**src/rtl/spi_pkg.sv**
```systemverilog
// spi_pkg: shared SPI mode type, width limit and the edge-role selector
package spi_pkg;
  typedef struct packed {
    logic cpol;
    logic cpha;
  } spi_mode_t;
  localparam int SPI_MAX_WIDTH = 32;
  // CPHA=0 samples on the leading edge, CPHA=1 on the trailing edge; the other edge shifts
  function automatic logic sample_edge(spi_mode_t m, logic lead, logic trail);
    return m.cpha ? trail : lead;
  endfunction
  function automatic logic shift_edge(spi_mode_t m, logic lead, logic trail);
    return m.cpha ? lead : trail;
  endfunction
endpackage

```
**src/rtl/spi_tx_fifo.sv**
```systemverilog
// spi_tx_fifo: synchronous FIFO (push/pop/peek); push ignored when full, pop ignored when empty
module spi_tx_fifo #(
  parameter int WIDTH = 8,
  parameter int DEPTH = 4
) (
  input  logic                       clk,
  input  logic                       rst_n,
  input  logic                       push,
  input  logic                       pop,
  input  logic [WIDTH-1:0]           din,
  output logic [WIDTH-1:0]           dout,
  output logic                       full,
  output logic                       empty,
  output logic [$clog2(DEPTH+1)-1:0] level
);
  localparam int AW = $clog2(DEPTH);
  localparam int LW = $clog2(DEPTH + 1);
  logic [WIDTH-1:0] mem [DEPTH];
  logic [AW-1:0] rd, wr;
  logic do_push, do_pop;
  assign full    = level == LW'(DEPTH);
  assign empty   = level == '0;
  assign do_push = push & ~full;
  assign do_pop  = pop & ~empty;
  assign dout    = mem[rd];
  always_ff @(posedge clk)
    if (do_push) mem[wr] <= din;
  always_ff @(posedge clk or negedge rst_n)
    if (!rst_n) begin
      rd    <= '0;
      wr    <= '0;
      level <= '0;
    end else begin
      if (do_push) wr <= wr + 1'b1;
      if (do_pop) rd <= rd + 1'b1;
      level <= level + LW'(do_push) - LW'(do_pop);
    end
endmodule

```
**src/rtl/spi_peripheral_os.sv**
```systemverilog
// spi_peripheral_os: oversampled SPI peripheral (modes 0-3), multi-word frames, TX FIFO
module spi_peripheral_os
  import spi_pkg::*;
#(
  parameter int WIDTH       = 8,
  parameter int TX_DEPTH    = 4,
  parameter int SYNC_STAGES = 2
) (
  input  logic                          i_clk,
  input  logic                          i_rst_n,
  input  logic                          i_cpol,
  input  logic                          i_cpha,
  input  logic                          i_txValid,
  output logic                          o_txReady,
  input  logic [WIDTH-1:0]              i_txData,
  output logic [$clog2(TX_DEPTH+1)-1:0] o_txLevel,
  output logic                          o_rxValid,
  output logic [WIDTH-1:0]              o_rxData,
  output logic                          o_txUnderrun,
  output logic                          o_rxAbort,
  output logic                          o_busy,
  input  logic                          i_SPI_CLK,
  input  logic                          i_SPI_PICO,
  input  logic                          i_SPI_CS_n,
  output logic                          o_SPI_POCI,
  output logic                          o_SPI_POCI_en
);
  localparam int CW = $clog2(WIDTH);
  if (WIDTH < 4 || WIDTH > SPI_MAX_WIDTH || SYNC_STAGES < 2 || TX_DEPTH < 2) begin : g_bad_param
    $error("spi_peripheral_os: unsupported parameter set");
  end
  logic [SYNC_STAGES-1:0] sclk_sync, pico_sync, cs_sync;
  logic sclk_s, pico_s, cs_s, sclk_d, cs_d;
  logic active, lead, trail, sample, shift, commit, cs_fall, cs_rise;
  logic full, empty;
  logic [WIDTH-1:0] head, head_or_zero, tx_shift;
  logic [WIDTH-2:0] rx_shift;
  logic [CW-1:0] bit_cnt;
  spi_mode_t mode;
  assign sclk_s  = sclk_sync[SYNC_STAGES-1];
  assign pico_s  = pico_sync[SYNC_STAGES-1];
  assign cs_s    = cs_sync[SYNC_STAGES-1];
  assign cs_fall = cs_d & ~cs_s;
  assign cs_rise = ~cs_d & cs_s;
  // SCLK edges only count once CS_n has been low for a full cycle
  assign active  = ~cs_d & ~cs_s;
  assign lead    = active & (sclk_d == mode.cpol) & (sclk_s != mode.cpol);
  assign trail   = active & (sclk_d != mode.cpol) & (sclk_s == mode.cpol);
  assign sample  = sample_edge(mode, lead, trail);
  assign shift   = shift_edge(mode, lead, trail);
  // the word is consumed on its first sample edge, so a trailing spare shift edge never pops
  assign commit  = sample & (bit_cnt == '0);
  assign head_or_zero = empty ? '0 : head;
  assign o_txReady     = ~full;
  assign o_SPI_POCI    = tx_shift[WIDTH-1];
  assign o_SPI_POCI_en = o_busy;
  spi_tx_fifo #(.WIDTH(WIDTH), .DEPTH(TX_DEPTH)) u_fifo (
    .clk   (i_clk),
    .rst_n (i_rst_n),
    .push  (i_txValid),
    .pop   (commit),
    .din   (i_txData),
    .dout  (head),
    .full  (full),
    .empty (empty),
    .level (o_txLevel)
  );
  always_ff @(posedge i_clk or negedge i_rst_n)
    if (!i_rst_n) begin
      sclk_sync <= '0;
      pico_sync <= '0;
      cs_sync   <= '1;
      sclk_d    <= 1'b0;
      cs_d      <= 1'b1;
    end else begin
      sclk_sync <= {sclk_sync[SYNC_STAGES-2:0], i_SPI_CLK};
      pico_sync <= {pico_sync[SYNC_STAGES-2:0], i_SPI_PICO};
      cs_sync   <= {cs_sync[SYNC_STAGES-2:0], i_SPI_CS_n};
      sclk_d    <= sclk_s;
      cs_d      <= cs_s;
    end
  always_ff @(posedge i_clk or negedge i_rst_n)
    if (!i_rst_n) begin
      mode         <= '0;
      bit_cnt      <= '0;
      tx_shift     <= '0;
      rx_shift     <= '0;
      o_rxData     <= '0;
      o_rxValid    <= 1'b0;
      o_txUnderrun <= 1'b0;
      o_rxAbort    <= 1'b0;
      o_busy       <= 1'b0;
    end else begin
      o_rxValid    <= 1'b0;
      o_txUnderrun <= 1'b0;
      o_rxAbort    <= 1'b0;
      o_busy       <= ~cs_s;
      if (cs_fall) begin
        mode    <= '{cpol: i_cpol, cpha: i_cpha};
        bit_cnt <= '0;
        if (!i_cpha) tx_shift <= head_or_zero;
      end else if (cs_rise) begin
        if (bit_cnt != '0) o_rxAbort <= 1'b1;
        bit_cnt <= '0;
      end else begin
        if (shift) tx_shift <= (bit_cnt == '0) ? head_or_zero : {tx_shift[WIDTH-2:0], 1'b0};
        if (sample) begin
          rx_shift <= {rx_shift[WIDTH-3:0], pico_s};
          bit_cnt  <= (bit_cnt == CW'(WIDTH - 1)) ? '0 : bit_cnt + 1'b1;
          if (commit && empty) o_txUnderrun <= 1'b1;
          if (bit_cnt == CW'(WIDTH - 1)) begin
            o_rxData  <= {rx_shift, pico_s};
            o_rxValid <= 1'b1;
          end
        end
      end
    end
endmodule

```
**config.mk**
```make
export PLATFORM = sky130hd
export DESIGN_NAME = spi_peripheral_os
export DESIGN_NICKNAME = d
export VERILOG_FILES = /design/src/rtl/spi_pkg.sv /design/src/rtl/spi_tx_fifo.sv /design/src/rtl/spi_peripheral_os.sv
export SDC_FILE = /design/constraint.sdc
export NUM_CORES = 1
export LEC_CHECK = 0
export ABC_AREA = 1
export CORE_MARGIN = 5
export CORE_UTILIZATION = 56
export DETAILED_ROUTE_END_ITERATION = 12
export HOLD_SLACK_MARGIN = 0.05
export MAX_ROUTING_LAYER = met4
export PLACE_DENSITY = 0.75
export SYNTH_ARGS = -nofsm -noshare
export SYNTH_HDL_FRONTEND = slang
export SYNTH_HIERARCHICAL = 1
export SYNTH_SLANG_ARGS = --single-unit
```
**constraint.sdc**
```tcl
create_clock -name i_clk -period 3.2 [get_ports i_clk]
set_input_delay 0.64 -clock i_clk [delete_from_list [all_inputs] [get_ports i_clk]]
set_output_delay 0.64 -clock i_clk [all_outputs]
set_load 0.01 [all_outputs]
```
==> flow_summary.yaml <==
status:
  status: "finished, final reports clean"
yosys:
  avgSynthCellArea_um2: 9.648
  synth_seq_cells: 79
  async_reset_ff_frac: 0.5949
  yosysWarnings: 6
  synth_fp_nets: 404
  synth_edf_count: 32
  synth.distinct_cells: 27
  synthCells: 374
  synthFlopType: "dfrtp_1"
  synth-seq-area-share: 0.5933
  syn_area_um2: 3608
global_route:
  grt_remaining_overflow: 0
  grt_first_pass_wirelength_um: 11380
  antenna_found_initial: 0
  grt_max_degree: 48
  grt_pass1_vias: 2472
  grt.total_usage: 0.1774
setup_path:
  end_kind: "flop"
  critPathKind: "flop to flop"
  cp_slowest_cell: "dfstp_2"
  ff2ff_setup_slack_ns: 0.62
  critical_path.startpoint_type: "flop"
  cp.buffers_inverters: 3
  arrival_ns: 2.87
  critPathMaxStageDelay_ns: 0.56
  ff2ff_path_depth: 14
  required_ns: 3.49
  worst_path_most_repeated_cell: "nand2_1"
  crit_cells: 14
  r2r_start: "cs_sync[1]"
  startpoint: "cs_sync[1]"
  crit_chain: "inv_1 -> ha_1 -> nand3_1 -> nand2_1 -> nand2_1 -> nor2_1 -> nand2_1 -> inv_1 -> ha_1 -> inv_1 -> ha_1 -> fa_1 -> nand3b_1 -> nand2_1"
  critPathMaxFanout: 4
  reg2reg_to: "u_fifo/level[2]"
  critPathTopFamily: "adder cells"
hold_path:
  hold_depth: 0
  hold_class: "flop to flop"
  hold_path_startpoint: "pico_sync[0]"
  min_to: "pico_sync[1]"
final_layout:
  nets: 439
  final_common_cell: "nand2_1"
  area_delta_synth_final_pct: 15.01
  final_core_util: 0.6574
  final_cell_mix: "nand2_1, dfrtp_1, inv_1, clkdlybuf4s50_1, edfxtp_1"
  antenna_cells: 0
  drive_above_1_share: 0.08454
  layout.cells.non_filler: 491
pwr:
  ir_worst_vdd_mv: 0.5062
  share_comb_of_total_power: 0.297
  power.switching_mw: 1.061
  power_density_nw_per_um2: 731.8
  pwr-share-clk: 0.255
  swShare: 0.3495
  power_mw: 3.037
  power.internal_mw: 1.976
  pwr-share-seq: 0.448
  leakagePower_nw: 2.035
cts:
  postCtsSetupBuffers: 0
  cts_resized: 0
  clock_sink_count: 79
  cts_tree: "done"
  hold_buffers: 0
  h-tree-depth: 3
  root_buffer: "clkbuf_8"
  clock_path_buffers: 2
  clkSlewWorstSetupHoldPaths_ns: 0.09
  clock_latency_ns: 0.36
  cts_buffers: 9
run:
  drv_cap: 0
timing:
  slew_headroom: 0.3168
  rsz0062_at_grt: "no"
  setup_ws_ns: 0.6189
  report.final.slew_viol_count: 0
  max_slew.worst_pin.slew_ns: 1.025
  fin_crit_sh: 0.8066
  finalSetupViolCount: 0
  min_period_ns: 2.581
  max_freq_mhz: 387.4
  fin_skew_ns: 0.01187
  hold_violations: 0
  tns_ns: 0
floorplanning:
  start_util: 0.5715
  num_rows: 29
  coreArea_um2: 6314
  fp.dieW_um: 90.27
  fp.dieH_um: 90.27
  ios: 34
  die_area_um2: 8149
place:
  dp_hpwl_um: 4428
  dp_cells: 475
  gp_congestion: 0.7856
  pre_cts_slack_ns: 0.6486
  io_buffers: 33
drt:
  wl_per_cell_um: 13.04
  drt_wl_total_um: 6403
  drt-pass1-iter-count: 4
  ant_nets: 0
  vias: 2498
  drc: 0
  drt_iter0_drc: 107
  viasPerCell: 5.088
-- synthesized netlist by cell type, types with 3 or more instances --
cell type,count,share of area
nand2_1,129,0.13
dfrtp_1,44,0.31
inv_1,42,0.044
edfxtp_1,32,0.27
nor2_1,22,0.023
nand4_1,19,0.033
nand3_1,16,0.022
ha_1,13,0.045
o21ai_0,13,0.018
o21ai_1,11,0.015
buf_6,5,0.016
nor2_2,4,0.0069
dfstp_2,3,0.022
inv_2,3,0.0031
-- flip-flops by register name (all words and copies together), names as in the netlist --
register / flops
o_txUnderrun: 1
u_fifo/mem: 32
o_SPI_POCI_en: 1
u_fifo/level: 3
rx_shift: 7
o_rxAbort: 1
pico_sync: 2
bit_cnt: 3
mode: 2
o_rxValid: 1
sclk_sync: 2
cs_d: 1
o_rxData: 8
u_fifo/rd: 2
sclk_d: 1
tx_shift: 8
cs_sync: 2
u_fifo/wr: 2
-- worst max path at each step --
stage	to	slack (ns)
2_1_floorplan	u_fifo/level[2]	0.86
4_1_cts	u_fifo/level[2]	0.61
3_5_place_dp	u_fifo/level[2]	0.65
5_1_grt	u_fifo/level[2]	0.43
3_3_place_gp	u_fifo/level[2]	0.76
6_report	u_fifo/level[2]	0.62
-- worst register-to-register path: cells and delay by family, from the launching register on --
kind / cells / cell delay [ns]
buf+inv: 3 / 0.17
fa+ha+maj: 4 / 1.09
flops: 1 / 0.56
simple gates: 7 / 0.71
-- layout make-up --
type / count / area [um^2]
clock buffer: 9 / 123.9
clock inverter: 7 / 85.08
fill: 525 / 2163
inverter: 47 / 176.4
multi-input combinational: 238 / 1195
sequential: 79 / 2141
tap: 77 / 96.34
timing repair buffer: 34 / 332.8
-- cells by family after synthesis --
family,count (synthesis),share of synthesized area
AO/OA/AOI/OAI,25,0.03571
adder cells (fa/ha/maj),14,0.05063
buffers and inverters,57,0.07559
flip-flops,79,0.5933
AND/OR/NAND/NOR,199,0.2448
-- routing by layer --
metal	vias to the layer above	share of wire	GRT usage
met3	2	0.043	0.04583
met5	-	0	-
met4	0	0.0055	0.06824
met1	1176	0.46	0.2315
li1	1275	-	-
met2	45	0.49	0.2677
-- power groups by stage --
stage / combinational (mW) / clock, mW / sequential (mW)
6_report: 0.902 / 0.775 / 1.36
5_1_grt: 1.06 / 0.842 / 1.39
4_1_cts: 0.915 / 0.797 / 1.36
3_5_place_dp: 0.912 / 0 / 1.38
3_3_place_gp: 0.879 / 0 / 1.37
2_1_floorplan: 0.684 / 0 / 1.37
-- metrics by stage --
step	cell area, um^2	hold slack [ns]
2_1_floorplan	3608	0.3312
3_3_place_gp	3941	0.3352
3_5_place_dp	3941	0.3371
4_1_cts	4150	0.3570
5_1_grt	4150	0.3644
6_report	4150	0.3537
Power figures use the tool's default switching activity.
